**src/rtl/reg_file_pkg.sv**
```systemverilog
// Shared types and helpers for the multi-port register file: clear FSM states,
// default geometry and write-port priority resolution.
package reg_file_pkg;

  localparam int unsigned DefDataW = 16;
  localparam int unsigned DefAddrW = 3;

  typedef enum logic [0:0] {
    StIdle,
    StClear
  } clr_state_e;

  // hit: some enabled port targets this address; port1: the winning data is port 1's.
  typedef struct packed {
    logic hit;
    logic port1;
  } wr_sel_t;

  // Port 0 has fixed priority; port 1 only wins when port 0 does not hit.
  function automatic wr_sel_t wr_resolve(input logic en0, input logic match0,
                                         input logic en1, input logic match1);
    wr_sel_t sel;
    sel.hit   = (en0 & match0) | (en1 & match1);
    sel.port1 = ~(en0 & match0);
    return sel;
  endfunction

endpackage

```
**src/rtl/reg_file_read_port.sv**
```systemverilog
// One combinational read port: array lookup, optional write bypass and
// optional hard-wired zero register.
module reg_file_read_port
  import reg_file_pkg::*;
#(
  parameter int unsigned DATA_W  = DefDataW,
  parameter int unsigned ADDR_W  = DefAddrW,
  parameter bit          BYPASS  = 1'b1,
  parameter bit          ZERO_R0 = 1'b0
) (
  input  logic [ADDR_W-1:0] rd_addr_i,
  input  logic [DATA_W-1:0] mem_i [2**ADDR_W],
  input  logic              fwd_en_i,
  input  logic              wr_en_0_i,
  input  logic [ADDR_W-1:0] wr_addr_0_i,
  input  logic [DATA_W-1:0] wr_data_0_i,
  input  logic              wr_en_1_i,
  input  logic [ADDR_W-1:0] wr_addr_1_i,
  input  logic [DATA_W-1:0] wr_data_1_i,
  output logic [DATA_W-1:0] rd_data_o
);

  wr_sel_t sel;

  always_comb begin
    sel = wr_resolve(wr_en_0_i, wr_addr_0_i == rd_addr_i,
                     wr_en_1_i, wr_addr_1_i == rd_addr_i);
    rd_data_o = mem_i[rd_addr_i];
    // Forward only writes that will actually commit on the coming edge.
    if (BYPASS && fwd_en_i && sel.hit) begin
      rd_data_o = sel.port1 ? wr_data_1_i : wr_data_0_i;
    end
    if (ZERO_R0 && (rd_addr_i == '0)) begin
      rd_data_o = '0;
    end
  end

endmodule

```
**src/rtl/reg_file_multi.sv**
```systemverilog
// Two-write/two-read general-purpose register bank with port-0 write priority,
// optional bypass and zero register, and a one-entry-per-cycle bulk-clear sweep.
module reg_file_multi
  import reg_file_pkg::*;
#(
  parameter int unsigned DATA_W  = DefDataW,
  parameter int unsigned ADDR_W  = DefAddrW,
  parameter bit          BYPASS  = 1'b1,
  parameter bit          ZERO_R0 = 1'b0
) (
  input  logic              clk,
  input  logic              rst,
  input  logic              wr_en_0,
  input  logic [ADDR_W-1:0] wr_addr_0,
  input  logic [DATA_W-1:0] wr_data_0,
  input  logic              wr_en_1,
  input  logic [ADDR_W-1:0] wr_addr_1,
  input  logic [DATA_W-1:0] wr_data_1,
  input  logic [ADDR_W-1:0] rd_addr_A,
  input  logic [ADDR_W-1:0] rd_addr_B,
  output logic [DATA_W-1:0] rd_data_A,
  output logic [DATA_W-1:0] rd_data_B,
  input  logic              clr_start,
  output logic              busy,
  output logic              wr_drop
);

  localparam int unsigned DEPTH = 2**ADDR_W;

  logic [DATA_W-1:0] mem_q [DEPTH];
  logic [DATA_W-1:0] mem_d [DEPTH];
  clr_state_e        state_q, state_d;
  logic [ADDR_W-1:0] cnt_q, cnt_d;
  logic              drop_q, drop_d;
  logic              wr_accept;

  // A clear request in the same cycle pre-empts any writes.
  assign wr_accept = (state_q == StIdle) && !clr_start;

  always_comb begin
    state_d = state_q;
    cnt_d   = cnt_q;
    drop_d  = (wr_en_0 || wr_en_1) && !wr_accept;
    unique case (state_q)
      StIdle: begin
        if (clr_start) begin
          state_d = StClear;
          cnt_d   = '0;
        end
      end
      StClear: begin
        cnt_d = cnt_q + 1'b1;
        if (cnt_q == ADDR_W'(DEPTH - 1)) begin
          state_d = StIdle;
        end
      end
      default: state_d = StIdle;
    endcase
  end

  always_comb begin
    wr_sel_t sel;
    for (int unsigned i = 0; i < DEPTH; i++) begin
      sel = wr_resolve(wr_en_0, wr_addr_0 == ADDR_W'(i), wr_en_1, wr_addr_1 == ADDR_W'(i));
      mem_d[i] = mem_q[i];
      if (state_q == StClear) begin
        if (cnt_q == ADDR_W'(i)) begin
          mem_d[i] = '0;
        end
      end else if (wr_accept && sel.hit) begin
        mem_d[i] = sel.port1 ? wr_data_1 : wr_data_0;
      end
    end
    if (ZERO_R0) begin
      mem_d[0] = '0;
    end
  end

  always_ff @(posedge clk or negedge rst) begin
    if (!rst) begin
      state_q <= StIdle;
      cnt_q   <= '0;
      drop_q  <= 1'b0;
      for (int unsigned i = 0; i < DEPTH; i++) begin
        mem_q[i] <= '0;
      end
    end else begin
      state_q <= state_d;
      cnt_q   <= cnt_d;
      drop_q  <= drop_d;
      mem_q   <= mem_d;
    end
  end

  assign busy    = (state_q == StClear);
  assign wr_drop = drop_q;

  reg_file_read_port #(
    .DATA_W  (DATA_W),
    .ADDR_W  (ADDR_W),
    .BYPASS  (BYPASS),
    .ZERO_R0 (ZERO_R0)
  ) u_rd_a (
    .rd_addr_i   (rd_addr_A),
    .mem_i       (mem_q),
    .fwd_en_i    (wr_accept),
    .wr_en_0_i   (wr_en_0),
    .wr_addr_0_i (wr_addr_0),
    .wr_data_0_i (wr_data_0),
    .wr_en_1_i   (wr_en_1),
    .wr_addr_1_i (wr_addr_1),
    .wr_data_1_i (wr_data_1),
    .rd_data_o   (rd_data_A)
  );

  reg_file_read_port #(
    .DATA_W  (DATA_W),
    .ADDR_W  (ADDR_W),
    .BYPASS  (BYPASS),
    .ZERO_R0 (ZERO_R0)
  ) u_rd_b (
    .rd_addr_i   (rd_addr_B),
    .mem_i       (mem_q),
    .fwd_en_i    (wr_accept),
    .wr_en_0_i   (wr_en_0),
    .wr_addr_0_i (wr_addr_0),
    .wr_data_0_i (wr_data_0),
    .wr_en_1_i   (wr_en_1),
    .wr_addr_1_i (wr_addr_1),
    .wr_data_1_i (wr_data_1),
    .rd_data_o   (rd_data_B)
  );

endmodule

```
**config.mk**
```make
export PLATFORM = sky130hd
export DESIGN_NAME = reg_file_multi
export DESIGN_NICKNAME = d
export VERILOG_FILES = /design/src/rtl/reg_file_pkg.sv /design/src/rtl/reg_file_read_port.sv /design/src/rtl/reg_file_multi.sv
export SDC_FILE = /design/constraint.sdc
export NUM_CORES = 1
export LEC_CHECK = 0
export CAP_MARGIN = 10
export CELL_PAD_IN_SITES_DETAIL_PLACEMENT = 1
export CELL_PAD_IN_SITES_GLOBAL_PLACEMENT = 2
export CORE_MARGIN = 2
export CORE_UTILIZATION = 39
export DETAILED_ROUTE_END_ITERATION = 8
export PLACE_DENSITY_LB_ADDON = 0.1
export SYNTH_ARGS = -nofsm -noshare
export SYNTH_HDL_FRONTEND = slang
export SYNTH_SLANG_ARGS = --single-unit
```
**constraint.sdc**
```tcl
create_clock -name clk -period 5 [get_ports clk]
set_input_delay 1.5 -clock clk [delete_from_list [all_inputs] [get_ports clk]]
set_output_delay 1.5 -clock clk [all_outputs]
set_load 0.05 [all_outputs]
```
==> summary.md <==
| Metric | Value |
|---|---|
| Max cap viols | 0 |
| Least-Margin Pin Slew | 1.12 ns |
| Result of the run | finished, final reports clean |
| Nets@finish | 1094 |
| Clock insertion delay at the later pin of the skew report | 0.44 ns |
| HPWL after DPL | 23000 um |
| Peak supply drop | 0.480 mV |
| Share of synthesized area occupied by flip-flops and latches | 0.328 |
| Site Rows | 59 |
| Clock tree from TritonCTS | done |
| Number of placed instances, taps included | 1353 |
| Register bit count reported by yosys | 133 |
| Number of buffers inserted during clock tree synthesis | 17 |
| Max FO, Critical Path | 6 |
| Final slew viol count | 0 |
| 1st-iter DRT viols | 562 |
| Count of synthesis-stage warnings from yosys | 0 |
| Worst hold slack | 0.513 ns |
| Number of global-route vias before repair | 8609 |
| Worst slew margin | 0.251 |
| Worst r2r dst | mem_q[30] |
| Final number of hold-violating endpoints | 0 |
| Cell internal power dissipation | 0.00381 W |
| Number of nets with antenna violations after routing | 0 |
| Min cycle time layout | 4.92 ns |
| Die W | 165 um |
| Number of distinct standard cells referenced by the synthesized netlist | 45 |
| DRC violations left | 0 |
| Area of the die | 0.0273 mm^2 |
| Ratio of final minimum period to clock period | 0.983 |
| Path category of the worst min-delay check | reg -> reg |
| Number of primary I/O pins | 83 |
| Number of clock sinks | 133 |
| Antenna violations before repair | 0 |
| Share of total power in combinational logic | 0.516 |
| Overall fraction of global-route tracks in use | 0.296 |
| Setup clock skew after layout | 0.0197 ns |
| Starting Density | 0.394 |
| Maximum level of the CTS H-tree | 4 |
| Worst Path Required | 3.50 ns |
| Post-detailed-route wirelength per cell | 28.1 um |
| RSZ-0062 raised after global routing | false |
| Endpoint class of the critical path | output pin |
| PortBufs | 82 |
| Global-route wire length before repair | 57500 um |
| R2r setup slk | 2.60 ns |
| Count of flip-flops with a built-in enable after synthesis | 0 |
| Non-Filler Instances | 1387 |
| Main flop type after synthesis | dfrtp_1 |
| Worst-case setup slack after placement | -0.0334 ns |
| Routability cong. | 0.773 |
| Routed vias | 8363 |
| Switching fraction of total power | 0.399 |
| Arrival time at the worst endpoint | 3.42 ns |
| Critical Path Start Type | input pin |
| Detailed Routing Iterations Pass 1 | 5 |
| Fraction of power consumed by sequential logic | 0.296 |
| Post-synth net total | 1035 |
| Ratio of cells with drive above 1 in the final layout | 0.342 |
| Height of the die | 165 um |
| # setup viols final | 0 |
| P_sw | 0.00253 W |
| Pin count of the biggest net entering global routing | 95 |
| Start-to-end type of the worst setup path | in -> out |
| Number of cell instances on the worst register-to-register path | 4 |
| Worst flop-to-flop path startpoint | busy |
| Startpoint of the worst hold path | mem_q[72] |
| CTS Hold Buffers Added | 0 |
| Power per Cell Area | 507 mW/mm^2 |
| Avg Synthesized Cell Area | 10.3 um^2 |
| Critical path startpoint | wr_addr_1[1] |
| Hold-critical path depth | 1 |
| CORE AREA | 0.0258 mm^2 |
| Number of standard cells after synthesis | 980 |
| Async SR Flop Fraction | 1.00 |
| Portion of total power attributed to the clock network | 0.188 |
| Utilization of the core after routing | 0.486 |
| Sink of the worst hold path | mem_q[72] |
| Clock tree root buffer cell | clkbuf_16 |
| Maximum achievable frequency | 203 MHz |
| Worst Slack Setup Final | 0.0839 ns |
| Number of buffers between clock root and the deepest sink | 2 |
| Area growth, synth to finish | 23.3% |
| Netlist Area Pre-Place | 0.0101 mm^2 |
| Total leakage power | 5.86 nW |
| WL final | 38900 um |
| Aggregate global routing overflow | 0 |
| Clock-pin slew on the worst setup and hold paths | 0.06 ns |
| Number of diodes added for antenna fixing | 0 |
| Avg Vias per Cell | 6.03 |
## worst max path at each step
stage / slack, ns / endpoint / depth (start not counted)
2_1_floorplan: -0.17 / rd_data_B[10] / 7
3_3_place_gp: 0.03 / rd_data_B[12] / 8
3_5_place_dp: -0.03 / rd_data_A[3] / 8
4_1_cts: 0.01 / rd_data_A[15] / 8
5_1_grt: 0.02 / rd_data_A[15] / 7
6_report: 0.08 / rd_data_A[15] / 7
## layer usage
metal	global-route usage	routed length [um]
met1	0.407	17100
met2	0.492	18900
met3	0.0412	2080
met4	0.0755	804
met5	0	0
## registers in the layout, summed over array words and instances, names as in the netlist
signal	flops
busy	1
wr_drop	1
mem_q	128
cnt_q	3
## kinds of logic (layout without fill, tap and decap cells)
family	after synthesis	after routing	synth area share
multiplexers	288	288	0.388
AND/OR/NAND/NOR	268	268	0.115
AO/OA/AOI/OAI	150	150	0.0908
flip-flops	133	133	0.328
buffers and inverters	123	195	0.0606
XOR/XNOR	12	12	0.0104
adder cells (fa/ha/maj)	6	6	0.00740
## cells in the mapped netlist (3+ instances only)
| library cell | n | area [um^2] |
|---|---|---|
| nor3_1 | 11 | 55.1 |
| buf_1 | 17 | 63.8 |
| a21oi_2 | 3 | 26.3 |
| clkbuf_1 | 55 | 206 |
| xnor2_1 | 12 | 105 |
| a21o_1 | 12 | 90.1 |
| buf_2 | 28 | 140 |
| nand2_1 | 230 | 863 |
| a21oi_1 | 114 | 571 |
| o2bb2ai_1 | 5 | 43.8 |
| nor2_1 | 3 | 11.3 |
| inv_1 | 6 | 22.5 |
| buf_6 | 11 | 124 |
| mux2i_1 | 112 | 1120 |
| mux2_2 | 82 | 923 |
| nand4_1 | 6 | 37.5 |
| ha_1 | 6 | 75.1 |
| buf_4 | 5 | 37.5 |
| dfrtp_1 | 133 | 3330 |
| mux2_4 | 30 | 450 |
| mux4_2 | 64 | 1440 |
## cells in the final DEF, fill, tap and decap left out, types with 5 or more instances in the layout
cell type	instances
nand2_1	230
clkinvlp_4	5
inv_1	6
a21oi_1	114
a21o_1	12
mux4_2	64
mux2i_2	14
mux2_2	82
mux2_4	30
clkdlybuf4s50_1	39
o2bb2ai_1	5
nor3_1	11
clkbuf_16	18
mux2i_1	91
buf_4	66
mux2i_4	7
xnor2_1	11
ha_1	6
buf_12	38
nand4_1	6
dlymetal6s2s_1	6
dfrtp_1	132
## cell type report
type | instances | area [um^2]
Fill cell | 2719 | 13300
Multi-Input combinational cell | 724 | 6390
Sequential cell | 133 | 3330
Timing Repair Buffer | 157 | 1800
Clock buffer | 19 | 443
Tap cell | 335 | 419
Clock inverter | 13 | 100
Inverter | 6 | 22.5
## metrics by stage
| stage | cell area [um^2] | total power [W] | setup TNS [ns] |
|---|---|---|---|
| floorplan | 10200 | 0.00389 | -1.69 |
| CTS | 12400 | 0.00633 | 0 |
| finish | 12500 | 0.00634 | 0 |
| global placement | 11800 | 0.00506 | 0 |
| global route | 12500 | 0.00666 | 0 |
| detailed placement | 11800 | 0.00511 | -0.0334 |
## worst max-delay path: stages
cell and delay, ns:
clkdlybuf4s50_1 0.56, xnor2_1 0.14, nand4_1 0.17, a21oi_4 0.33, clkbuf_16 0.28, mux2i_4 0.26, buf_12 0.16
## power groups by stage
stage               Clock (W)  Sequential [W]  Combinational, W
global placement            0         0.00187           0.00319
global route          0.00127         0.00195           0.00345
detailed placement          0         0.00188           0.00323
CTS                   0.00122         0.00187           0.00324
floorplan                   0         0.00175           0.00213
finish                0.00120         0.00188           0.00327
## what timing repair did
item | CTS | global route
pin swaps | 0 | 5
setup buffers | 0 | 1
gates cloned | 0 | 1
endpoints found under the setup margin | 3 | 29
resized for setup | 2 | 25
Note: power is estimated with default switching activity, not from simulation.
